`src/rtl/instr_fetch_if.sv`:
```
// Instruction-fetch bus bundle: imem request/ack port, decode valid/ready port
// and the execute-stage redirect inputs. The master modport is the fetch unit.
interface instr_fetch_if #(
    parameter int AW = 32
);
    logic          imem_req;
    logic [AW-1:0] imem_addr;
    logic          imem_ack;
    logic [31:0]   imem_rdata;

    logic          instr_valid;
    logic          id_ready;
    logic [31:0]   instr;
    logic [5:0]    opcode;
    logic [5:0]    funct;
    logic [AW-1:0] pc_out;

    logic          br_taken;
    logic [AW-1:0] br_target;

    modport master (
        output imem_req, imem_addr,
        input  imem_ack, imem_rdata,
        output instr_valid, instr, opcode, funct, pc_out,
        input  id_ready,
        input  br_taken, br_target
    );

    modport slave (
        input  imem_req, imem_addr,
        output imem_ack, imem_rdata,
        input  instr_valid, instr, opcode, funct, pc_out,
        output id_ready,
        output br_taken, br_target
    );
endinterface

```
`src/rtl/instr_fetch.sv`:
```
// Instruction-fetch stage: holds the PC, fetches words over a req/ack imem port,
// presents one instruction at a time to decode and applies branch redirects.
// Optional build macro IF_PERF_EN adds perf_fetch_cnt / perf_stall_cnt outputs.
//
//  state  | meaning
//  -------+-----------------------------------------------------------
//  S_IDLE | out of reset, no request yet
//  S_REQ  | imem_req high at imem_addr, waiting for imem_ack
//  S_HOLD | instruction held for decode, waiting for id_ready
module instr_fetch #(
    parameter int            AW       = 32,
    parameter logic [AW-1:0] RESET_PC = '0,
    parameter int            TIMEOUT  = 64
) (
    input  logic         clk,
    input  logic         reset,
    instr_fetch_if.master bus,
    output logic         fetch_err
`ifdef IF_PERF_EN
    ,
    output logic [31:0]  perf_fetch_cnt,
    output logic [31:0]  perf_stall_cnt
`endif
);

    typedef enum logic [1:0] {
        S_IDLE = 2'd0,
        S_REQ  = 2'd1,
        S_HOLD = 2'd2
    } state_t;

    localparam logic [31:0] TO = 32'(TIMEOUT);

    state_t        state, state_nxt;
    logic [AW-1:0] pc, pc_nxt;
    logic [AW-1:0] addr_q, addr_nxt;
    logic [31:0]   instr_q, instr_nxt;
    logic [AW-1:0] pc_out_q, pc_out_nxt;
    logic          valid_q, valid_nxt;
    logic          flush_q, flush_nxt;
    logic [31:0]   tcnt, tcnt_nxt;
    logic          err_q, err_nxt;
    logic [AW-1:0] tgt;

    // Redirect targets are always word aligned.
    assign tgt = {bus.br_target[AW-1:2], 2'b00};

    assign bus.imem_req    = (state == S_REQ);
    assign bus.imem_addr   = addr_q;
    assign bus.instr_valid = valid_q;
    assign bus.instr       = instr_q;
    assign bus.opcode      = instr_q[31:26];
    assign bus.funct       = instr_q[5:0];
    assign bus.pc_out      = pc_out_q;
    assign fetch_err       = err_q;

    // State register.
    always_ff @(posedge clk or posedge reset) begin
        if (reset) begin
            state <= S_IDLE;
        end else begin
            state <= state_nxt;
        end
    end

    // Next-state and datapath decisions; a redirect outranks every other event.
    always_comb begin
        state_nxt  = state;
        pc_nxt     = pc;
        addr_nxt   = addr_q;
        instr_nxt  = instr_q;
        pc_out_nxt = pc_out_q;
        valid_nxt  = valid_q;
        flush_nxt  = flush_q;
        tcnt_nxt   = '0;
        err_nxt    = err_q;

        case (state)
            S_IDLE: begin
                state_nxt = S_REQ;
                pc_nxt    = bus.br_taken ? tgt : pc;
                addr_nxt  = bus.br_taken ? tgt : pc;
            end

            S_REQ: begin
                if (bus.imem_ack) begin
                    if (bus.br_taken || flush_q) begin
                        // Returned word belongs to a stale path: drop it and
                        // start a fresh request at the current PC.
                        pc_nxt    = bus.br_taken ? tgt : pc;
                        addr_nxt  = bus.br_taken ? tgt : pc;
                        flush_nxt = 1'b0;
                    end else begin
                        instr_nxt  = bus.imem_rdata;
                        pc_out_nxt = pc;
                        pc_nxt     = pc + AW'(4);
                        valid_nxt  = 1'b1;
                        state_nxt  = S_HOLD;
                    end
                end else begin
                    // The outstanding request cannot be withdrawn, so a redirect
                    // only retargets the PC and marks the pending data as stale.
                    if (bus.br_taken) begin
                        pc_nxt    = tgt;
                        flush_nxt = 1'b1;
                    end
                    if (TIMEOUT != 0) begin
                        tcnt_nxt = (tcnt < TO) ? tcnt + 32'd1 : tcnt;
                        if (tcnt + 32'd1 >= TO) begin
                            err_nxt = 1'b1;
                        end
                    end
                end
            end

            S_HOLD: begin
                if (bus.br_taken) begin
                    valid_nxt = 1'b0;
                    pc_nxt    = tgt;
                    addr_nxt  = tgt;
                    state_nxt = S_REQ;
                end else if (bus.id_ready) begin
                    valid_nxt = 1'b0;
                    addr_nxt  = pc;
                    state_nxt = S_REQ;
                end
            end

            default: begin
                state_nxt = S_IDLE;
            end
        endcase
    end

    // Datapath registers.
    always_ff @(posedge clk or posedge reset) begin
        if (reset) begin
            pc       <= RESET_PC;
            addr_q   <= RESET_PC;
            instr_q  <= '0;
            pc_out_q <= '0;
            valid_q  <= 1'b0;
            flush_q  <= 1'b0;
            tcnt     <= '0;
            err_q    <= 1'b0;
        end else begin
            pc       <= pc_nxt;
            addr_q   <= addr_nxt;
            instr_q  <= instr_nxt;
            pc_out_q <= pc_out_nxt;
            valid_q  <= valid_nxt;
            flush_q  <= flush_nxt;
            tcnt     <= tcnt_nxt;
            err_q    <= err_nxt;
        end
    end

`ifdef IF_PERF_EN
    logic xfer;

    // An instruction dropped by a same-cycle redirect is not a delivered fetch.
    assign xfer = valid_q & bus.id_ready & ~bus.br_taken;

    // Delivered-instruction and decode-stall counters, free-running with wrap.
    always_ff @(posedge clk or posedge reset) begin
        if (reset) begin
            perf_fetch_cnt <= '0;
            perf_stall_cnt <= '0;
        end else begin
            if (xfer) begin
                perf_fetch_cnt <= perf_fetch_cnt + 32'd1;
            end
            if (valid_q && !bus.id_ready) begin
                perf_stall_cnt <= perf_stall_cnt + 32'd1;
            end
        end
    end
`endif

endmodule

```
`src/flat_wrapper.sv`:
```
// flat-port wrapper written by rule: the top's interface ports become plain ports
module instr_fetch_flat 
#(
    parameter int            AW       = 32,
    parameter logic [AW-1:0] RESET_PC = '0,
    parameter int            TIMEOUT  = 64
)
  (clk, reset, fetch_err, bus_imem_req, bus_imem_addr, bus_imem_ack, bus_imem_rdata, bus_instr_valid, bus_instr, bus_opcode, bus_funct, bus_pc_out, bus_id_ready, bus_br_taken, bus_br_target);
  instr_fetch_if #(.AW(AW)) bus_i ();
  input  logic clk;
  input  logic reset;
  output logic fetch_err;
  output wire logic [$bits(bus_i.imem_req)-1:0] bus_imem_req;
  output wire logic [$bits(bus_i.imem_addr)-1:0] bus_imem_addr;
  input wire logic [$bits(bus_i.imem_ack)-1:0] bus_imem_ack;
  input wire logic [$bits(bus_i.imem_rdata)-1:0] bus_imem_rdata;
  output wire logic [$bits(bus_i.instr_valid)-1:0] bus_instr_valid;
  output wire logic [$bits(bus_i.instr)-1:0] bus_instr;
  output wire logic [$bits(bus_i.opcode)-1:0] bus_opcode;
  output wire logic [$bits(bus_i.funct)-1:0] bus_funct;
  output wire logic [$bits(bus_i.pc_out)-1:0] bus_pc_out;
  input wire logic [$bits(bus_i.id_ready)-1:0] bus_id_ready;
  input wire logic [$bits(bus_i.br_taken)-1:0] bus_br_taken;
  input wire logic [$bits(bus_i.br_target)-1:0] bus_br_target;
  assign bus_imem_req = bus_i.imem_req;
  assign bus_imem_addr = bus_i.imem_addr;
  assign bus_i.imem_ack = bus_imem_ack;
  assign bus_i.imem_rdata = bus_imem_rdata;
  assign bus_instr_valid = bus_i.instr_valid;
  assign bus_instr = bus_i.instr;
  assign bus_opcode = bus_i.opcode;
  assign bus_funct = bus_i.funct;
  assign bus_pc_out = bus_i.pc_out;
  assign bus_i.id_ready = bus_id_ready;
  assign bus_i.br_taken = bus_br_taken;
  assign bus_i.br_target = bus_br_target;
  instr_fetch #(.AW(AW), .RESET_PC(RESET_PC), .TIMEOUT(TIMEOUT)) u_core (.clk(clk), .reset(reset), .bus(bus_i), .fetch_err(fetch_err));
endmodule
```
`config.mk`:
```
export PLATFORM = sky130hd
export DESIGN_NAME = instr_fetch_flat
export DESIGN_NICKNAME = d
export VERILOG_FILES = /design/src/rtl/instr_fetch_if.sv /design/src/rtl/instr_fetch.sv /design/src/flat_wrapper.sv
export SDC_FILE = /design/constraint.sdc
export NUM_CORES = 1
export LEC_CHECK = 0
export BUFFER_PORTS_ARGS = -buffer_cell sky130_fd_sc_hd__buf_2
export CAP_MARGIN = 20
export CORE_ASPECT_RATIO = 0.9
export CORE_MARGIN = 3
export CORE_UTILIZATION = 45
export DETAILED_ROUTE_END_ITERATION = 16
export GPL_TIMING_DRIVEN = 0
export PLACE_DENSITY = 0.67
export SLEW_MARGIN = 20
export SYNTH_ARGS = -nofsm -noshare
export SYNTH_HDL_FRONTEND = slang
export SYNTH_SLANG_ARGS = --single-unit
```
`constraint.sdc`:
```
create_clock -name clk -period 6.85 [get_ports clk]
set_input_delay 1.37 -clock clk [delete_from_list [all_inputs] [get_ports clk]]
set_output_delay 1.37 -clock clk [all_outputs]
set_load 0.1 [all_outputs]
```
==> impl_metrics.csv, run 1 <==
group,metric,value,unit
run_status,status,"finished clean",
grt,grt_pass1_vias,6144,
logic_synthesis,synthFlopType,"dfrtp_1",
route,antenna_left,0,
route,first_pass_iters,5,
route,drcViolationCount,0,
logic_synthesis,syn_nets,825,
logic_synthesis,synthTopCellsByArea,"dfrtp_1 53%, mux2_2 8.9%, a21oi_1 5.7%",
logic_synthesis,synthCells,754,
critical_path,critPathTopFamily,"simple AND/OR/NAND/NOR gates",
logic_synthesis,ys_seq_elements,165,
critical_path,path_cells,"clkbuf_1, nor3b_2, nand2_1, buf_1, clkbuf_1, nand2_1, o21ai_0",
timing,period_needed,3370,ps
timing,timing.fmax,297,MHz
clock_tree,clk_path_buf_depth,2,
placed_design,dp_hpwl,14900,microns
logic_synthesis,synthAdderAreaFrac,0.323,%
clock_tree,cts.reportedPaths.clkPinSlew,70,ps
layout,drive_gt1_share,30.6,%
logic_synthesis,netlist_area,7750,sq um
logic_synthesis,synthMuxAreaShare,12.3,%
clock_tree,cts_setup_buffers,0,
placed_design,portBuffers,176,
die,num_io_pins,180,
layout,area.growth.synth_to_final,22.5,%
layout,fill_cells,1449,
grt,grt_pass1_wl,33300,microns
clock_tree,htreeDepth,4,
grt,grt_util_all_layers,22.7,%
critical_path,cp-start-kind,"input pin",
layout,nets,1021,
timing,slew-limit-headroom,33.9,%
logic_synthesis,yosysMostFrequentCell,"dfrtp_1",
logic_synthesis,synth.avg_cell_area,10.3,sq um
critical_path,slowest_stage,"nor3b_2",
die,coreArea,16500,sq um
grt,overflow,0,
flow_run,drv_cap,0,
logic_synthesis,synth.distinct_cells,53,
critical_path,r2r_slack,4130,ps
die,dieHeight,131,microns
placed_design,place_congestion,0.888,
critical_path,crit_buf_inv,3,
layout,antennaDiodeCount,0,
logic_synthesis,synth-compound-area-share,13.0,%
die,rows,44,
timing,worst_pin_slew,985,ps
timing,skew,13.8,ps
clock_tree,cts_num_sinks,165,
logic_synthesis,yosysWarnings,0,
logic_synthesis,synth_xor_area_share,1.13,%
grt,grt_max_degree,90,
die,start_util,46.9,%
clock_tree,cts-buffers-inserted,17,
critical_path,cp-end-kind,"flip-flop",
logic_synthesis,synth_top_area_share,53.3,%
critical_path,r2r_cells,7,
route,drtIter0Drc,603,
logic_synthesis,synth_edf_count,0,
logic_synthesis,synth_top_family_by_area,"simple AND/OR/NAND/NOR gates",
die,dieArea,18800,sq um
timing,setup_violations,0,
route,wire_per_inst,17.8,microns
critical_path,critPathKind,"in2reg",
clock_tree,root_buffer,"clkbuf_16",
hold_path,min_path_cells,2,
route,vias_per_cell,5.62,
clock_tree,ctsResizeCount,0,
logic_synthesis,seq_area_frac_synth,53.3,%
route,vias,6573,
critical_path,cpPeakStageDelay,680,ps
clock_tree,clk_latency,430,ps
die,die_w,144,microns
timing,fin_crit_sh,49.2,%
clock_tree,cts_tree,"yes",
grt,antenna_found_initial,1,
critical_path,required,7140,ps
logic_synthesis,synth_common_cells,"165 x dfrtp_1, 88 x a21oi_1, 66 x nor2_1",
logic_synthesis,synth_area_leader_cell,"dfrtp_1",
placed_design,placed_cells,1138,
hold_path,hold_path.class,"reg2reg",
layout,final_cells,1170,
route,wl,20900,microns
critical_path,crit_fanout,10,
critical_path,arrival,3660,ps
logic_synthesis,synth-simple-area-share,16.3,%
logic_synthesis,async_flop_share,100,%
clock_tree,cts_hold_buf,0,
timing,slew_viol_final,0,
critical_path,cp.depth,7,
timing,hold_viol,0,
timing,grt_setup_unrepaired,"no",
## tightest hold or removal path, cell delays in order, from the launching register on
cell and delay, ps:
dfrtp_1 350, nand2_1 50, o21ai_0 60
## registers in the layout, indices dropped and copies added (netlist names)
register / count
u_core.bus.imem_addr: 32
u_core.bus.instr: 32
u_core.bus.instr_valid: 1
u_core.bus.pc_out: 32
u_core.fetch_err: 1
u_core.flush_q: 1
u_core.pc: 32
u_core.state: 2
u_core.tcnt: 32
## final timing paths
kind / startpoint / endpoint
setup / recovery: bus_br_taken / u_core.bus.pc_out[23]$_DFFE_PP0P_
hold / removal: u_core.bus.pc_out[5]$_DFFE_PP0P_ / u_core.bus.pc_out[5]$_DFFE_PP0P_
setup reg to reg: u_core.flush_q$_DFFE_PP0P_ / u_core.bus.pc_out[23]$_DFFE_PP0P_
hold reg to reg: u_core.bus.pc_out[5]$_DFFE_PP0P_ / u_core.bus.pc_out[5]$_DFFE_PP0P_
max in group asynchronous: reset / u_core.bus.imem_addr[25]$_DFFE_PP0P_
min in group asynchronous: reset / u_core.bus.instr[5]$_DFFE_PP0P_
## kinds of logic (layout without fill, tap and decap cells)
group                    Yosys count  count (layout)
flip-flops                       165             165
buffers and inverters             63             272
AND/OR/NAND/NOR                  245             245
XOR/XNOR                          10              10
AO/OA/AOI/OAI                    181             181
adder cells (fa/ha/maj)            2               2
multiplexers                      88              88
## through the flow
stage	setup WS (ps)	TNS, ps	hold slack [ps]	util, %	area, sq um
CTS	3540	0	491	57.5	9490
global placement	-922	-150520	465	53.8	8890
global route	3330	0	506	57.5	9490
finish	3480	0	484	57.5	9490
detailed placement	3090	0	474	54.0	8930
floorplan	1020	0	481	-	7750
## final cells by class
| class | instances | area [sq um] | area share (%) |
|---|---|---|---|
| Buffer | 50 | 234 | 2.46 |
| Tap cell | 207 | 259 | 2.73 |
| Clock inverter | 14 | 129 | 1.36 |
| Sequential cell | 165 | 4130 | 43.5 |
| Clock buffer | 18 | 439 | 4.63 |
| Inverter | 13 | 56.3 | 0.593 |
| Multi-Input combinational cell | 526 | 3340 | 35.2 |
| Timing Repair Buffer | 177 | 908 | 9.57 |
## placed cells by master (no fill, tap or decap), types with 3 or more instances in the layout
master,synthesis,final
a21oi_1,88,88
a22o_1,3,3
a31oi_1,10,10
and2_1,24,24
and3_1,11,11
and4_1,5,5
buf_1,9,9
buf_2,0,176
buf_4,12,12
clkbuf_1,28,28
clkbuf_16,0,17
clkinv_2,0,3
clkinv_4,0,4
clkinvlp_4,0,3
dfrtp_1,165,165
inv_1,13,12
inv_6,0,3
mux2_2,61,61
mux2i_1,27,27
nand2_1,50,50
nand2b_1,3,3
nand3_1,26,26
nand4_1,18,18
nor2_1,66,66
nor3_1,15,15
nor4_1,7,7
o21ai_0,47,47
o22ai_1,13,13
or3_1,6,6
xnor2_1,5,5
xor2_1,5,5
## layer usage
layer	vias to the layer above	global-route usage [%]	wire, microns
li1	3094	-	-
met1	3161	32.9	9330
met2	291	33.8	9430
met3	25	5.82	1770
met4	2	7.08	317
met5	-	0	7
Power of run 1 is left out: the tool's default activity adds up to more than one toggle a clock period on the data nets, which glitch-free logic cannot reach.
==> run 2: changes to the inputs <==
==> constraint.sdc (replaced) <==
create_clock -name clk -period 3.5 [get_ports clk]
set_input_delay 0.7 -clock clk [delete_from_list [all_inputs] [get_ports clk]]
set_output_delay 0.7 -clock clk [all_outputs]
set_load 0.1 [all_outputs]
==> impl_metrics.csv, run 2 (synthesis gave the netlist of run 1 again) <==
group,metric,value,unit
layout,nets,1025,
flow_run,drv_cap,0,
timing,slew-limit-headroom,34.1,%
clock_tree,root_buffer,"clkbuf_16",
layout,antennaDiodeCount,0,
critical_path,cp-start-kind,"input pin",
grt,grt_max_degree,35,
run_status,status,"finished clean",
layout,final_common_cell,"buf_2",
hold_path,hold_path.class,"in2async",
layout,drive_gt1_share,30.7,%
die,dieArea,18800,sq um
critical_path,arrival,2960,ps
timing,hold_viol,0,
critical_path,slowest_stage,"nor3b_2",
clock_tree,ctsResizeCount,0,
grt,grt_util_all_layers,23.0,%
grt,overflow,0,
clock_tree,clk_path_buf_depth,2,
critical_path,cpPeakStageDelay,650,ps
route,vias,6647,
clock_tree,cts_hold_buf,0,
timing,setup_tns,0,ps
route,wire_per_inst,18.2,microns
layout,layout_common_cells,"176 x buf_2, 165 x dfrtp_1, 88 x a21oi_1",
timing,timing.fmax,372,MHz
clock_tree,cts_setup_buffers,0,
timing,slew_viol_final,0,
route,drcViolationCount,0,
die,rows,44,
timing,period_needed,2690,ps
clock_tree,cts_num_sinks,165,
critical_path,critPathTopFamily,"simple AND/OR/NAND/NOR gates",
critical_path,critPathKind,"in2reg",
route,drtIter0Drc,480,
clock_tree,clk_latency,430,ps
clock_tree,cts-buffers-inserted,17,
die,coreArea,16500,sq um
critical_path,path_cells,"clkbuf_1, nor3b_2, nand2_1, buf_1, clkbuf_1, nand2_1, o21ai_0",
layout,fill_cells,1439,
layout,area.growth.synth_to_final,24.7,%
grt,antenna_found_initial,2,
clock_tree,htreeDepth,4,
timing,worst_pin_slew,988,ps
critical_path,crit_fanout,10,
timing,setup_violations,0,
grt,grt_pass1_wl,33900,microns
die,start_util,46.9,%
route,antenna_left,0,
route,wl,21300,microns
die,die_w,144,microns
die,num_io_pins,180,
placed_design,dp_hpwl,15400,microns
timing,fin_crit_sh,76.8,%
route,first_pass_iters,5,
critical_path,cp-end-kind,"flip-flop",
route,vias_per_cell,5.66,
critical_path,crit_buf_inv,3,
timing,skew,11.8,ps
placed_design,place_congestion,0.885,
timing,grt_setup_unrepaired,"no",
clock_tree,cts_tree,"yes",
critical_path,required,3770,ps
grt,grt_pass1_vias,6501,
clock_tree,cts.reportedPaths.clkPinSlew,60,ps
die,dieHeight,131,microns
placed_design,portBuffers,176,
[run 2: metal layers]
metal	share of wire [%]	GRT usage [%]	wire, microns
met1	44	31.4	9400
met5	0.30	0	64
met4	1.7	6.86	357
met2	46	36.6	9890
met3	7.5	5.75	1610
[run 2: metrics by stage]
stage | instances | cell area, sq um | util, % | setup WS [ps] | hold slack [ps]
floorplan | 754 | 7750 | - | 701 | 481
global placement | 1137 | 8890 | 53.9 | -370 | 468
detailed placement | 1142 | 8990 | 54.5 | 402 | 474
CTS | 1174 | 9670 | 58.5 | 818 | 306
global route | 1174 | 9670 | 58.5 | 582 | 333
finish | 1174 | 9670 | 58.5 | 811 | 304
[run 2: layout make-up]
type	count	area, sq um	share of cell area, %
Multi-Input combinational cell	526	3340	34.5
Tap cell	207	259	2.68
Buffer	50	234	2.42
Timing Repair Buffer	181	981	10.1
Clock inverter	12	226	2.34
Clock buffer	20	447	4.62
Sequential cell	165	4130	42.7
Inverter	13	52.6	0.544
[run 2: final timing paths]
check                      slack [ps]  cells after the start                                   end                             start
max                               810                      7     u_core.bus.pc_out[19]$_DFFE_PP0P_                      bus_br_taken
min                               300                      2       u_core.bus.instr[8]$_DFFE_PP0P_                             reset
max reg2reg                       810                      7     u_core.bus.pc_out[19]$_DFFE_PP0P_        u_core.flush_q$_DFFE_PP0P_
min reg2reg                       490                      2      u_core.bus.pc_out[5]$_DFFE_PP0P_  u_core.bus.pc_out[5]$_DFFE_PP0P_
max in group asynchronous        2240                      5  u_core.bus.imem_addr[23]$_DFFE_PP0P_                             reset
min in group clk                  490                      2      u_core.bus.pc_out[5]$_DFFE_PP0P_  u_core.bus.pc_out[5]$_DFFE_PP0P_
[run 2: worst reg2reg max path, stage by stage, from the launching register on]
cell      delay [ps]
dfrtp_1          370
nand2b_1         180
nor3b_2          620
nand2_1          390
buf_1            370
clkbuf_1         350
nand2_1          140
o21ai_0          110
Power of run 2 is left out for the same reason.
